[config.mk]
export PLATFORM = sky130hd
export DESIGN_NAME = board_ram_arbiter
export DESIGN_NICKNAME = d
export VERILOG_FILES = /design/src/rtl/board_ram_arbiter.sv
export SDC_FILE = /design/constraint.sdc
export NUM_CORES = 1
export LEC_CHECK = 0
export ABC_CLOCK_PERIOD_IN_PS = 1400
export BUFFER_PORTS_ARGS = -buffer_cell sky130_fd_sc_hd__buf_2
export CAP_MARGIN = 20
export CORE_ASPECT_RATIO = 0.75
export CORE_MARGIN = 2
export CORE_UTILIZATION = 35
export DETAILED_ROUTE_END_ITERATION = 16
export GPL_TIMING_DRIVEN = 0
export PLACE_DENSITY = 0.75
export SYNTH_ARGS = -nofsm -noshare
export SYNTH_HDL_FRONTEND = slang
export SYNTH_SLANG_ARGS = --single-unit
[constraint.sdc]
create_clock -name clk -period 1.4 [get_ports clk]
set_input_delay 0.07 -clock clk [delete_from_list [all_inputs] [get_ports clk]]
set_output_delay 0.07 -clock clk [all_outputs]
set_load 0.02 [all_outputs]
[src/rtl/board_ram_arbiter.sv]
// Board RAM arbiter: registered-grant FSM sharing one single-port RAM among CLR, GAME and VGA,
// with a combinational port mux, an out-of-range address guard and tagged read-reply routing.
module board_ram_arbiter #(
  parameter int ADDR_W   = 8,
  parameter int DATA_W   = 6,
  parameter int CELLS    = 240,
  parameter int RD_LAT   = 1,
  parameter int MAX_HOLD = 16
) (
  input  logic              clk,
  input  logic              resetn,
  input  logic              clr_req,
  input  logic [ADDR_W-1:0] clr_addr,
  input  logic              clr_wren,
  input  logic [DATA_W-1:0] clr_wdata,
  output logic              clr_gnt,
  input  logic              game_req,
  input  logic [ADDR_W-1:0] game_addr,
  input  logic              game_wren,
  input  logic [DATA_W-1:0] game_wdata,
  output logic              game_gnt,
  input  logic              vga_req,
  input  logic [ADDR_W-1:0] vga_addr,
  input  logic              vga_wren,
  input  logic [DATA_W-1:0] vga_wdata,
  output logic              vga_gnt,
  output logic [ADDR_W-1:0] ram_addr,
  output logic              ram_wren,
  output logic [DATA_W-1:0] ram_data,
  input  logic [DATA_W-1:0] ram_q,
  output logic [DATA_W-1:0] rd_data,
  output logic              clr_rd_valid,
  output logic              game_rd_valid,
  output logic              vga_rd_valid,
  output logic              addr_err
);
  localparam int HW = (MAX_HOLD > 1) ? $clog2(MAX_HOLD) : 1;

  typedef enum logic [1:0] {IDLE = 2'd0, OWN_CLR = 2'd1, OWN_GAME = 2'd2, OWN_VGA = 2'd3} state_t;

  state_t            state, nxt, pick;
  logic              rr_vga;  // 1: VGA goes before GAME at the next arbitration
  logic [HW-1:0]     hold_cnt;
  logic              hold_done;
  logic [ADDR_W-1:0] own_addr;
  logic              own_wren;
  logic [DATA_W-1:0] own_wdata;
  logic              addr_bad, rd_issue;
  logic [RD_LAT:1]       vld_pipe;
  logic [RD_LAT:1][1:0]  id_pipe;

  assign hold_done = (hold_cnt == HW'(MAX_HOLD - 1));

  always_comb begin
    pick = IDLE;
    if (clr_req)        pick = OWN_CLR;
    else if (!rr_vga) begin
      if (game_req)     pick = OWN_GAME;
      else if (vga_req) pick = OWN_VGA;
    end else begin
      if (vga_req)      pick = OWN_VGA;
      else if (game_req) pick = OWN_GAME;
    end
  end

  // While GAME/VGA owns, the pointer already names the other one, so pick hands over correctly.
  always_comb begin
    nxt = state;
    case (state)
      IDLE:     nxt = pick;
      OWN_CLR:  if (!clr_req) nxt = pick;
      OWN_GAME: if (!game_req || (hold_done && vga_req)) nxt = pick;
      OWN_VGA:  if (!vga_req || (hold_done && game_req)) nxt = pick;
      default:  nxt = IDLE;
    endcase
  end

  always_ff @(posedge clk or negedge resetn) begin
    if (!resetn) begin
      state    <= IDLE;
      rr_vga   <= 1'b0;
      hold_cnt <= '0;
    end else begin
      state <= nxt;
      if (nxt != state) begin
        hold_cnt <= '0;
        if (nxt == OWN_GAME) rr_vga <= 1'b1;
        if (nxt == OWN_VGA)  rr_vga <= 1'b0;
      end else if ((state == OWN_GAME || state == OWN_VGA) && !hold_done) begin
        hold_cnt <= hold_cnt + 1'b1;
      end
    end
  end

  always_comb begin
    own_addr  = '0;
    own_wren  = 1'b0;
    own_wdata = '0;
    case (state)
      OWN_CLR:  begin own_addr = clr_addr;  own_wren = clr_wren;  own_wdata = clr_wdata;  end
      OWN_GAME: begin own_addr = game_addr; own_wren = game_wren; own_wdata = game_wdata; end
      OWN_VGA:  begin own_addr = vga_addr;  own_wren = vga_wren;  own_wdata = vga_wdata;  end
      default:  ;
    endcase
  end

  assign addr_bad = (state != IDLE) && (own_addr >= ADDR_W'(CELLS));
  assign rd_issue = (state != IDLE) && !own_wren && !addr_bad;
  assign ram_addr = own_addr;
  assign ram_wren = own_wren && !addr_bad;
  assign ram_data = own_wdata;
  assign rd_data  = ram_q;

  assign clr_gnt  = (state == OWN_CLR);
  assign game_gnt = (state == OWN_GAME);
  assign vga_gnt  = (state == OWN_VGA);

  // Issuer id travels with the read so the reply finds it even after the grant moves.
  always_ff @(posedge clk or negedge resetn) begin
    if (!resetn) begin
      vld_pipe <= '0;
      id_pipe  <= '0;
      addr_err <= 1'b0;
    end else begin
      vld_pipe[1] <= rd_issue;
      id_pipe[1]  <= state;
      for (int i = 2; i <= RD_LAT; i++) begin
        vld_pipe[i] <= vld_pipe[i-1];
        id_pipe[i]  <= id_pipe[i-1];
      end
      if (addr_bad) addr_err <= 1'b1;
    end
  end

  assign clr_rd_valid  = vld_pipe[RD_LAT] && (id_pipe[RD_LAT] == OWN_CLR);
  assign game_rd_valid = vld_pipe[RD_LAT] && (id_pipe[RD_LAT] == OWN_GAME);
  assign vga_rd_valid  = vld_pipe[RD_LAT] && (id_pipe[RD_LAT] == OWN_VGA);

endmodule
* Word-level counts from Yosys, hierarchy flattened
Index checks and enable logic that the tools add are counted.
Storage, ports and cells: output and inout port bits 28, input port bits 56, register bits after elaboration 11, word-level logic and storage cells 58
Cells by class: add/subtract/negate cells 1, eq/ne operators 10, order comparisons 1, reductions and logical operators 23, multiplexer cells 17
Operators with widths (count):
- $pmux 8 s3 | 1
- $mux 2 | 9
- $pmux 6 s3 | 1
- $eq 2x2->1 const B | 6
- $logic_and 1x1->1 | 10
- $ge 8x8->1 const B | 1
- $mux 4 | 2
- $pmux 2 s4 | 1
- $reduce_bool 2->1 | 3
- $logic_not 1->1 | 5
- $add 4x1->4 const B | 1
- $eq 2x1->1 const B | 2
- $eq 4x4->1 const B | 1
- $logic_or 1x1->1 | 3
- $pmux 1 s3 | 1
- $logic_not 2->1 | 1
- $mux 1 | 2
- $ne 2x2->1 | 1
- $reduce_and 2->1 | 1

* Logic depth before layout (Yosys ltp)
Gate-level depths: netlist (run 1).
word-level depth 9, gate-level depth with buffers 6, gate-level depth less buffers 6

* Worst setup path before layout (run 1)
Ideal clock, no wire load.
path kind register to output, start register state[1], end output port ram_wren, data arrival time 1461 ps, cell stages (with the launch flop) 7, path slack -131 ps, required time 1330 ps, buffers on the path 1, cell sequence dfrtp_1 > nor2b_1 > buf_2 > nand2_1 > o21ai_1 > and4_1 > nor2_1
Between the ends: cells in the longest elaborated chain, start to end 6, elaborated cells on any way between the ends 10, those cells by class order compare: 1; eq/ne: 3; mux: 2; reduce/logical: 4
RTL lines:
- start: declaration | RTL line 41 | state_t state, nxt, pick;
- start signal: assignment | RTL line 84 | state <= nxt;
- $eq 2x2->1 or $eq 2x1->1 (tied branches) | RTL line 99 | case (state)
- $pmux 8 s3 * | RTL line 99
- via ram_addr[6] | RTL line 27 | output logic [ADDR_W-1:0] ram_addr,
- $ge 8x8->1 * | RTL line 107 | assign addr_bad = (state != IDLE) && (own_addr >= ADDR_W'(CELLS));
- $logic_and 1x1->1 * | RTL line 107
- $logic_not 1->1 * | RTL line 110 | assign ram_wren = own_wren && !addr_bad;
- $logic_and 1x1->1 * | RTL line 110
- end: declaration | RTL line 28 | output logic ram_wren,
The timed path passes the listed nets; every way through them passes the cells marked *.

* Worst setup path in the final report (run 1)
start register state[1], end output port ram_wren
Between the ends: cells in the longest elaborated chain, start to end 6, elaborated cells on any way between the ends 10, those cells by class order compare: 1; eq/ne: 3; mux: 2; reduce/logical: 4
RTL lines (RTL line):
- $eq 2x2->1 or $eq 2x1->1 (tied branches) | 99
- $pmux 8 s3 | 99
- $ge 8x8->1 | 107
- $logic_and 1x1->1 | 107
- $logic_not 1->1 | 110
- $logic_and 1x1->1 * | 110
Every way passes the cells marked *; elsewhere a longest branch is shown, timed or not.

==> flow_summary.toml, run 1 <==
[critical_path]
rrSetupSlack_ps = -170
path_class = "reg -> out"
r2r-start = "state[1]$_DFF_PN0_"
cp_max_fo = 6
slowest_stage = "dfrtp_1"
crit_path_start_kind = "flop"
cp_top_family = "flip-flops"
timing.rr.end = "addr_err$_DFFE_PN0P_"
crit_top_cell = "buf_6"
worst_ep_arrival_time_ps = 1600
endpoint_kind = "output port"
r2r_cells = 6
critPathMaxStageDelay_ps = 400
crit_required_ps = 1330
path_buf_inv = 2
path_cells = "buf_6 > mux2i_2 > o21ai_2 > and4_4 > nor2_4 > buf_6"

[cts]
clock_sinks = 11
cts_buffers = 3
root_buffer = "clkbuf_8"
cts-htree-levels = 1
clockBufferDepth = 2
clkSlewWorstSetupHoldPaths_ps = 50
insertion_delay_ps = 240
cts_tree = "yes"

[routing]
ant_nets = 0
wirelength_um = 3880
first_pass_iters = 4
via_per_inst = 5.04
avgRoutedWirePerCell_um = 14.2
drtIter0Drc = 41
vias = 1381
drc = 0

[synth]
async_flop_share_pct = 100
syn_nets = 186
synth.top_cell.area_share_pct = 26.3
yosys_warnings = 0
synth_edf_count = 0
ys.flop_type = "dfrtp_1"
yosys-top-cells-count = "mux2i_1, nand2_1, nor2_1"
synth.distinct_cells = 40
netlist_top_cells_area = "dfrtp_1, mux2i_1, nand2_1"
syn_area_sq_um = 1040
synth_top_cell_by_area = "dfrtp_1"
syn_avg_cell_area_sq_um = 8.10
ys_seq_area_share_pct = 26.3
synthCells = 129
synth_seq_cells = 11

[power]
p_leak_nw = 0.984
ir_drop_mv = 0.443
power_density_nw_per_um2 = 1020

[timing]
slew_viol_final = 0
period_share_pct = 119
tightest_slew_ps = 387
slew_headroom_pct = 74.1
rsz0062_at_grt = "true"
worst_slack_ps = -271
setup_viol = 22
clock_skew_ps = 9.21
hold_viol_final = 0
max_freq_mhz = 599
period_minus_slack_ps = 1670

[placement]
gp_congestion = 0.843
port_buffers = 77
hpwl_um = 2430
place_inst = 244

[final_layout]
final_nets = 294
utilization_pct = 69.2
layout-drive-gt1-share_pct = 64.0
final-instance-count-excl-fill = 274
fill_cells = 229
num_antenna_cells = 0
areaGrowthSynthToFinish_pct = 91.7

[min_path]
hold_start = "game_wren"
worstHoldPathType = "in -> reg"
min_path_cells = 4
min_to = "vld_pipe$_DFF_PN0_"

[die]
io-pin-count = 84
die-area_sq_um = 3440
coreArea_sq_um = 2890
die_w_um = 67.1
start_util_pct = 36.1
die_y_um = 51.3
row_count = 17

[global_routing]
grt_usage_pct = 21.3
grt_pass1_vias = 1261
gr-total-overflow = 0
grt_max_degree = 12
grt_first_pass_wirelength_um = 5510
antenna_found_initial = 0

[flow_run]
max_cap_viol_count = 0

[status]
violations = "negative setup slack"
status = "finished with violations"
cell type report:
type / instances / area [sq um] / area share, %
well taps: 38 / 47.5 / 2.37
repair buffers: 103 / 669 / 33.4
plain buffers: 13 / 129 / 6.43
clock buffers: 4 / 45.0 / 2.25
inverters: 3 / 13.8 / 0.687
multi-input cells: 102 / 823 / 41.1
flip-flops and latches: 11 / 275 / 13.7
metal layers:
metal  up-vias  track usage [%]  routed length, um
met5         -                0                  0
met1       647             26.5               1610
li1        676                -                  -
met2        52             37.0               1940
met4         0             6.46                 55
met3         6             4.41                272
placed cells by master (no fill, tap or decap), types with 2 or more instances in the layout:
master and count:
o21ai_2 4, nor2_1 7, o21ai_1 10, dfrtp_1 11, a22oi_1 2, nand2_2 2, mux2i_4 2, nand4_1 2
a21oi_1 5, o21a_1 2, mux2i_1 14, nor2_2 2, and4_4 2, clkbuf_8 3, buf_4 34, nand2b_1 2
nand2_1 15, nor2_4 3, buf_2 62, buf_6 16, a21oi_2 2, inv_1 2
per-stage QoR:
stage	TNS [ps]	hold slack, ps	worst slack (ps)	power [mW]	cell area (sq um)
global placement	-1080	-49.9	-164	1.29	1500
global route	-4470	190	-347	2.15	2000
finish	-2790	182	-271	2.04	2000
detailed placement	-939	-47.2	-164	1.29	1500
CTS	-2340	175	-229	1.94	1890
floorplan	-1.85	-226	-1.85	1.01	1060
power breakdown:
group | total [mW] | internal (mW) | switching [mW]
Sequential | 0.421 | 0.377 | 0.0433
Combinational | 1.30 | 0.658 | 0.639
Clock | 0.322 | 0.200 | 0.121
Total | 2.04 | 1.24 | 0.803
sequential cells by signal (all words and copies together) (netlist names):
signal and cells:
hold_cnt 4, id_pipe 2, addr_err 1, vld_pipe 1, state 2, rr_vga 1
worst max path at each step:
stage | start | endpoint | slack [ps] | cells past startpoint
after floorplan | state[1]$_DFF_PN0_ | addr_err$_DFFE_PN0P_ | -2 | 5
after global placement | state[1]$_DFF_PN0_ | ram_wren | -160 | 6
after detailed placement | state[1]$_DFF_PN0_ | ram_wren | -160 | 6
after CTS | state[1]$_DFF_PN0_ | ram_wren | -230 | 6
after global routing | state[1]$_DFF_PN0_ | ram_wren | -350 | 6
final | state[1]$_DFF_PN0_ | ram_wren | -270 | 6
worst register-to-register path: cells and delay by family (launching register included):
kind                   cells  cell delay (ps)
AND/OR/NAND/NOR            2              370
AO/OA/AOI/OAI              1              110
buffers and inverters      2              300
multiplexers               1              270
flip-flops                 1              400
what timing repair did:
action / CTS / global route
hold buffers: 1 / 0
gates resized for setup: 59 / 19
gates cloned: 1 / 0
endpoints found under the setup margin: 24 / 26
hold endpoints to repair: 11 / 0
setup buffers: 21 / 4
pin swaps: 10 / 5
kinds of logic after synthesis:
group                    synth area share [%]
multiplexers                             16.3
AO/OA/AOI/OAI                            22.9
buffers and inverters                    10.3
adder cells (fa/ha/maj)                  1.20
flip-flops                               26.3
AND/OR/NAND/NOR                          23.0
Power figures use the tool's default switching activity.
==> run 2, diff against run 1 <==
--- a/config.mk
+++ b/config.mk
@@ -8,12 +8,15 @@
 export ABC_CLOCK_PERIOD_IN_PS = 1400
 export BUFFER_PORTS_ARGS = -buffer_cell sky130_fd_sc_hd__buf_2
 export CAP_MARGIN = 20
+export CELL_PAD_IN_SITES_DETAIL_PLACEMENT = 2
+export CELL_PAD_IN_SITES_GLOBAL_PLACEMENT = 2
 export CORE_ASPECT_RATIO = 0.75
 export CORE_MARGIN = 2
-export CORE_UTILIZATION = 35
+export CORE_UTILIZATION = 17
 export DETAILED_ROUTE_END_ITERATION = 16
 export GPL_TIMING_DRIVEN = 0
-export PLACE_DENSITY = 0.75
+export PLACE_DENSITY = 0.74
+export SETUP_SLACK_MARGIN = 0.15
 export SYNTH_ARGS = -nofsm -noshare
 export SYNTH_HDL_FRONTEND = slang
 export SYNTH_SLANG_ARGS = --single-unit
==> flow_summary.toml, run 2 (same netlist as run 1, synthesis figures left out) <==
[status]
status = "finished with violations"
violations = "negative setup slack"

[cts]
insertion_delay_ps = 230
clkSlewWorstSetupHoldPaths_ps = 50
cts_buffers = 3
clock_sinks = 11
root_buffer = "clkbuf_8"
cts_tree = "yes"
clockBufferDepth = 2
cts-htree-levels = 1

[critical_path]
worst_ep_arrival_time_ps = 1530
path_class = "reg -> out"
slowest_stage = "dfrtp_1"
crit_path_start_kind = "flop"
path_cells = "buf_6 > mux2i_1 > o21ai_2 > and4_4 > nor2_2 > buf_6"
critPathMaxStageDelay_ps = 390
endpoint_kind = "output port"
cp_max_fo = 5
crit_required_ps = 1330
path_buf_inv = 2
cp_top_family = "flip-flops"
crit_top_cell = "buf_6"

[final_layout]
layout_common_cells = "buf_2, buf_4, buf_6"
reg_top3 = "hold_cnt: 4 flops, id_pipe: 2 flops, state: 2 flops"
largest_register_ff_count = 4
largest-register = "hold_cnt"
final_nets = 289
layout-drive-gt1-share_pct = 69.3
final_common_cell = "buf_2"
final-instance-count-excl-fill = 309
areaGrowthSynthToFinish_pct = 101
num_antenna_cells = 0

[die]
start_util_pct = 17.8
die_w_um = 94.5
coreArea_sq_um = 5890
row_count = 24
io-pin-count = 84
die-area_sq_um = 6800
die_y_um = 71.9

[placement]
hpwl_um = 3560
place_inst = 284
port_buffers = 77
gp_congestion = 0.748

[global_routing]
grt_pass1_vias = 1508
grt_first_pass_wirelength_um = 7430
antenna_found_initial = 0
grt_usage_pct = 13.9
grt_max_degree = 12
gr-total-overflow = 0

[routing]
via_per_inst = 4.53
avgRoutedWirePerCell_um = 16.0
vias = 1399
drtIter0Drc = 41
ant_nets = 0
wirelength_um = 4950
drc = 0
first_pass_iters = 4

[power]
ir_drop_mv = 0.381
p_int_mw = 1.27
swShare_pct = 40.2
p_total_mw = 2.12
switchingPower_mw = 0.851
combPwrFrac_pct = 64.9
power_density_nw_per_um2 = 1010
clockPowerShare_pct = 15.0
p_leak_nw = 0.974
p_seq_share_pct = 20.1

[flow_run]
max_cap_viol_count = 0

[timing]
period_minus_slack_ps = 1600
rsz0062_at_grt = "true"
hold_viol_final = 0
slew_viol_final = 0
tightest_slew_ps = 404
clock_skew_ps = 1.28
setup_viol = 23
slew_headroom_pct = 72.9
max_freq_mhz = 624
holdWs_ps = 233
period_share_pct = 115
worst_slack_ps = -204

[min_path]
worstHoldPathType = "in -> reg"
run 2: changes by cell type in the layout (fill, tap and decap cells not counted), moves of 5 or more:
cell / change
buf_4: -6
mux2i_1: -5
nand2_2: +9
nand2_1: -9
mux2i_2: +5
run 2: stage by stage:
| stage | util (%) | cell area [sq um] | TNS, ps | setup slack [ps] |
|---|---|---|---|---|
| final | 35.8 | 2100 | -2910 | -204 |
| after global routing | 35.8 | 2100 | -4610 | -302 |
| after CTS | 32.7 | 1930 | -2880 | -222 |
| after detailed placement | 27.0 | 1590 | -3050 | -253 |
| after global placement | 27.0 | 1590 | -2870 | -251 |
| after floorplan | - | 1110 | -1.37 | -1.37 |
run 2: cell type report:
type                            instances  area (sq um)
Timing Repair Buffer                   98           678
Clock buffer                            4          45.0
Fill cell                             685          3780
Tap cell                               78          97.6
Inverter                                3          13.8
Buffer                                 13           139
Multi-Input combinational cell        102           855
Sequential cell                        11           277
run 2: worst reg2reg max path: cells and delay by family, from the launching register on:
family | cells | cell delay [ps]
buffers and inverters | 3 | 440
AND/OR/NAND/NOR | 1 | 200
AO/OA/AOI/OAI | 3 | 380
flip-flops | 1 | 410
run 2: metal layers:
layer	vias up	global-route usage (%)	share of wire, %
met5	-	0	0
met4	0	2.42	1.3
met3	6	2.18	4.1
met2	37	27.3	52
met1	686	16.0	43
li1	670	-	-
run 2: power by group through the flow:
stage                     Sequential [mW]  Clock, mW  Combinational (mW)
after floorplan                     0.435          0               0.613
after global placement              0.429          0               0.934
after detailed placement            0.432          0               0.954
after global routing                0.438      0.343                1.47
after CTS                           0.425      0.324                1.22
final                               0.427      0.317                1.37
run 2: worst paths after layout:
kind                               startpoint                 endpoint  slack (ps)  depth (start not counted)
max in group asynchronous              resetn       state[0]$_DFF_PN0_         930                          2
min reg2reg                state[0]$_DFF_PN0_     id_pipe[0]$_DFF_PN0_         440                          0
max reg2reg                state[1]$_DFF_PN0_  hold_cnt[3]$_DFFE_PN0P_        -150                          7
max                        state[1]$_DFF_PN0_                 ram_wren        -200                          6
min in group asynchronous              resetn       state[0]$_DFF_PN0_         240                          2
min                                 game_wren       vld_pipe$_DFF_PN0_         230                          4
run 2: timing repair:
item	4_1_cts	5_1_grt
gates cloned	0	1
resized for setup	53	27
endpoints found under the hold margin	11	0
hold buffers	1	0
setup buffers	12	7
pin swaps	8	7
setup endpoints to repair	27	27
==> run 3, diff against run 2 <==
--- a/config.mk
+++ b/config.mk
@@ -6,7 +6,7 @@
 export NUM_CORES = 1
 export LEC_CHECK = 0
 export ABC_CLOCK_PERIOD_IN_PS = 1400
-export BUFFER_PORTS_ARGS = -buffer_cell sky130_fd_sc_hd__buf_2
+export BUFFER_PORTS_ARGS = -buffer_cell sky130_fd_sc_hd__clkbuf_2
 export CAP_MARGIN = 20
 export CELL_PAD_IN_SITES_DETAIL_PLACEMENT = 2
 export CELL_PAD_IN_SITES_GLOBAL_PLACEMENT = 2
==> flow_summary.toml, run 3 (same netlist as run 1, synthesis figures left out) <==
[status]
status = "finished with violations"
violations = "negative setup slack"

[global_routing]
gr-total-overflow = 0
grt_first_pass_wirelength_um = 7870
grt_pass1_vias = 1521
grt_usage_pct = 14.8
grt_max_degree = 12
antenna_found_initial = 0

[die]
start_util_pct = 17.8
die_y_um = 71.9
die_w_um = 94.5
die-area_sq_um = 6800
row_count = 24
io-pin-count = 84
coreArea_sq_um = 5890

[final_layout]
final_nets = 294
final_area_sq_um = 2170
layout_common_cells = "clkbuf_2, buf_4, nand2_1"
final_common_cell = "clkbuf_2"
reg_top3 = "hold_cnt: 4 flops, id_pipe: 2 flops, state: 2 flops"
num_antenna_cells = 0
layout-drive-gt1-share_pct = 68.6
utilization_pct = 36.9
areaGrowthSynthToFinish_pct = 108
largest-register = "hold_cnt"
final-instance-count-excl-fill = 314
largest_register_ff_count = 4

[timing]
holdWs_ps = 215
setup_viol = 19
max_freq_mhz = 619
clock_skew_ps = 0.744
tightest_slew_ps = 324
period_share_pct = 115
worst_slack_ps = -216
hold_viol_final = 0
slew_viol_final = 0
rsz0062_at_grt = "true"
period_minus_slack_ps = 1620
slew_headroom_pct = 78.3

[routing]
drtIter0Drc = 39
drc = 0
vias = 1408
dr_wl_met2_um = 2700
wl_met1_um = 2120
via_per_inst = 4.48
first_pass_iters = 4
avgRoutedWirePerCell_um = 16.1
wirelength_um = 5070
top_layer = "met4"
wl_met3_um = 215
ant_nets = 0

[power]
p_total_mw = 2.20
p_leak_nw = 1.03
ir_drop_mv = 0.273
power_density_nw_per_um2 = 1010

[placement]
gp_congestion = 0.766
port_buffers = 77
place_inst = 284
dpl_cell_area_sq_um = 1590
hpwl_um = 3480

[critical_path]
crit_required_ps = 1330
cp_max_fo = 6
endpoint_kind = "output port"
worst_ep_arrival_time_ps = 1550
path_cells = "buf_8 > buf_12 > mux2i_4 > a2bb2oi_2 > nor2_4 > buf_8"
crit_path_start_kind = "flop"
critPathMaxStageDelay_ps = 400
path_class = "reg -> out"
slowest_stage = "dfrtp_2"
crit_top_cell = "buf_8"

[cts]
cts_buffers = 3
root_buffer = "clkbuf_8"
clockBufferDepth = 2
clkSlewWorstSetupHoldPaths_ps = 50
cts-htree-levels = 1
cts_tree = "yes"
insertion_delay_ps = 240
clock_sinks = 11

[flow_run]
max_cap_viol_count = 0

[min_path]
worstHoldPathType = "in -> reg"
-- run 3: cell types whose count changed in the layout (fill, tap and decap cells not counted), moves of 4 or more --
cell and delta:
nand2_1 +8, nand2_2 -9, buf_2 -60, buf_4 +5, mux2i_2 -4, clkbuf_2 +59
-- run 3: area by class of cell --
| type | instances | area (sq um) |
|---|---|---|
| Clock buffer | 4 | 45.0 |
| Buffer | 13 | 146 |
| Sequential cell | 11 | 278 |
| Timing Repair Buffer | 103 | 709 |
| Inverter | 3 | 16.3 |
| Multi-Input combinational cell | 102 | 878 |
| Tap cell | 78 | 97.6 |
| Fill cell | 684 | 3710 |
-- run 3: where the power goes --
part	internal [mW]	switching [mW]
sequential	0.379	0.0511
clock	0.200	0.119
combinational	0.744	0.702
total	1.32	0.872
-- run 3: timing repair --
item / 4_1_cts / 5_1_grt
hold endpoints to repair: 11 / 0
endpoints found under the setup margin: 27 / 27
pin swaps: 9 / 8
gates resized for setup: 53 / 47
hold buffers: 1 / 0
cloned: 1 / 0
buffers inserted: 16 / 8
-- run 3: path summary, 6_finish.rpt --
path                                            from  slack (ps)  cells past startpoint                 endpoint
worst max-delay path              state[1]$_DFF_PN0_        -220                      6                 ram_wren
worst min-delay path                       game_wren         210                      4       vld_pipe$_DFF_PN0_
worst max register to register    state[0]$_DFF_PN0_        -190                      7  hold_cnt[3]$_DFFE_PN0P_
worst min register to register  addr_err$_DFFE_PN0P_         460                      1     addr_err$_DFFE_PN0P_
max in group asynchronous                     resetn         930                      2       state[0]$_DFF_PN0_
min in group asynchronous                     resetn         240                      2     id_pipe[1]$_DFF_PN0_
-- run 3: metrics by stage --
stage | setup TNS (ps) | setup WS (ps)
finish | -2900 | -216
global route | -4390 | -286
CTS | -2230 | -206
detailed placement | -2770 | -231
global placement | -2850 | -250
floorplan | -1.37 | -1.37
-- run 3: routing by layer --
| layer | up-vias | global-route usage [%] |
|---|---|---|
| met1 | 692 | 18.3 |
| met2 | 41 | 27.6 |
| met3 | 4 | 2.49 |
| met5 | - | 0 |
| li1 | 671 | - |
| met4 | 0 | 2.42 |
-- run 3: critical path, delay by kind of cell, from the launching register on --
kind            cells  cell delay (ps)
flops               1              400
buf+inv             3              400
mux                 1              250
compound gates      1              200
simple gates        1               60
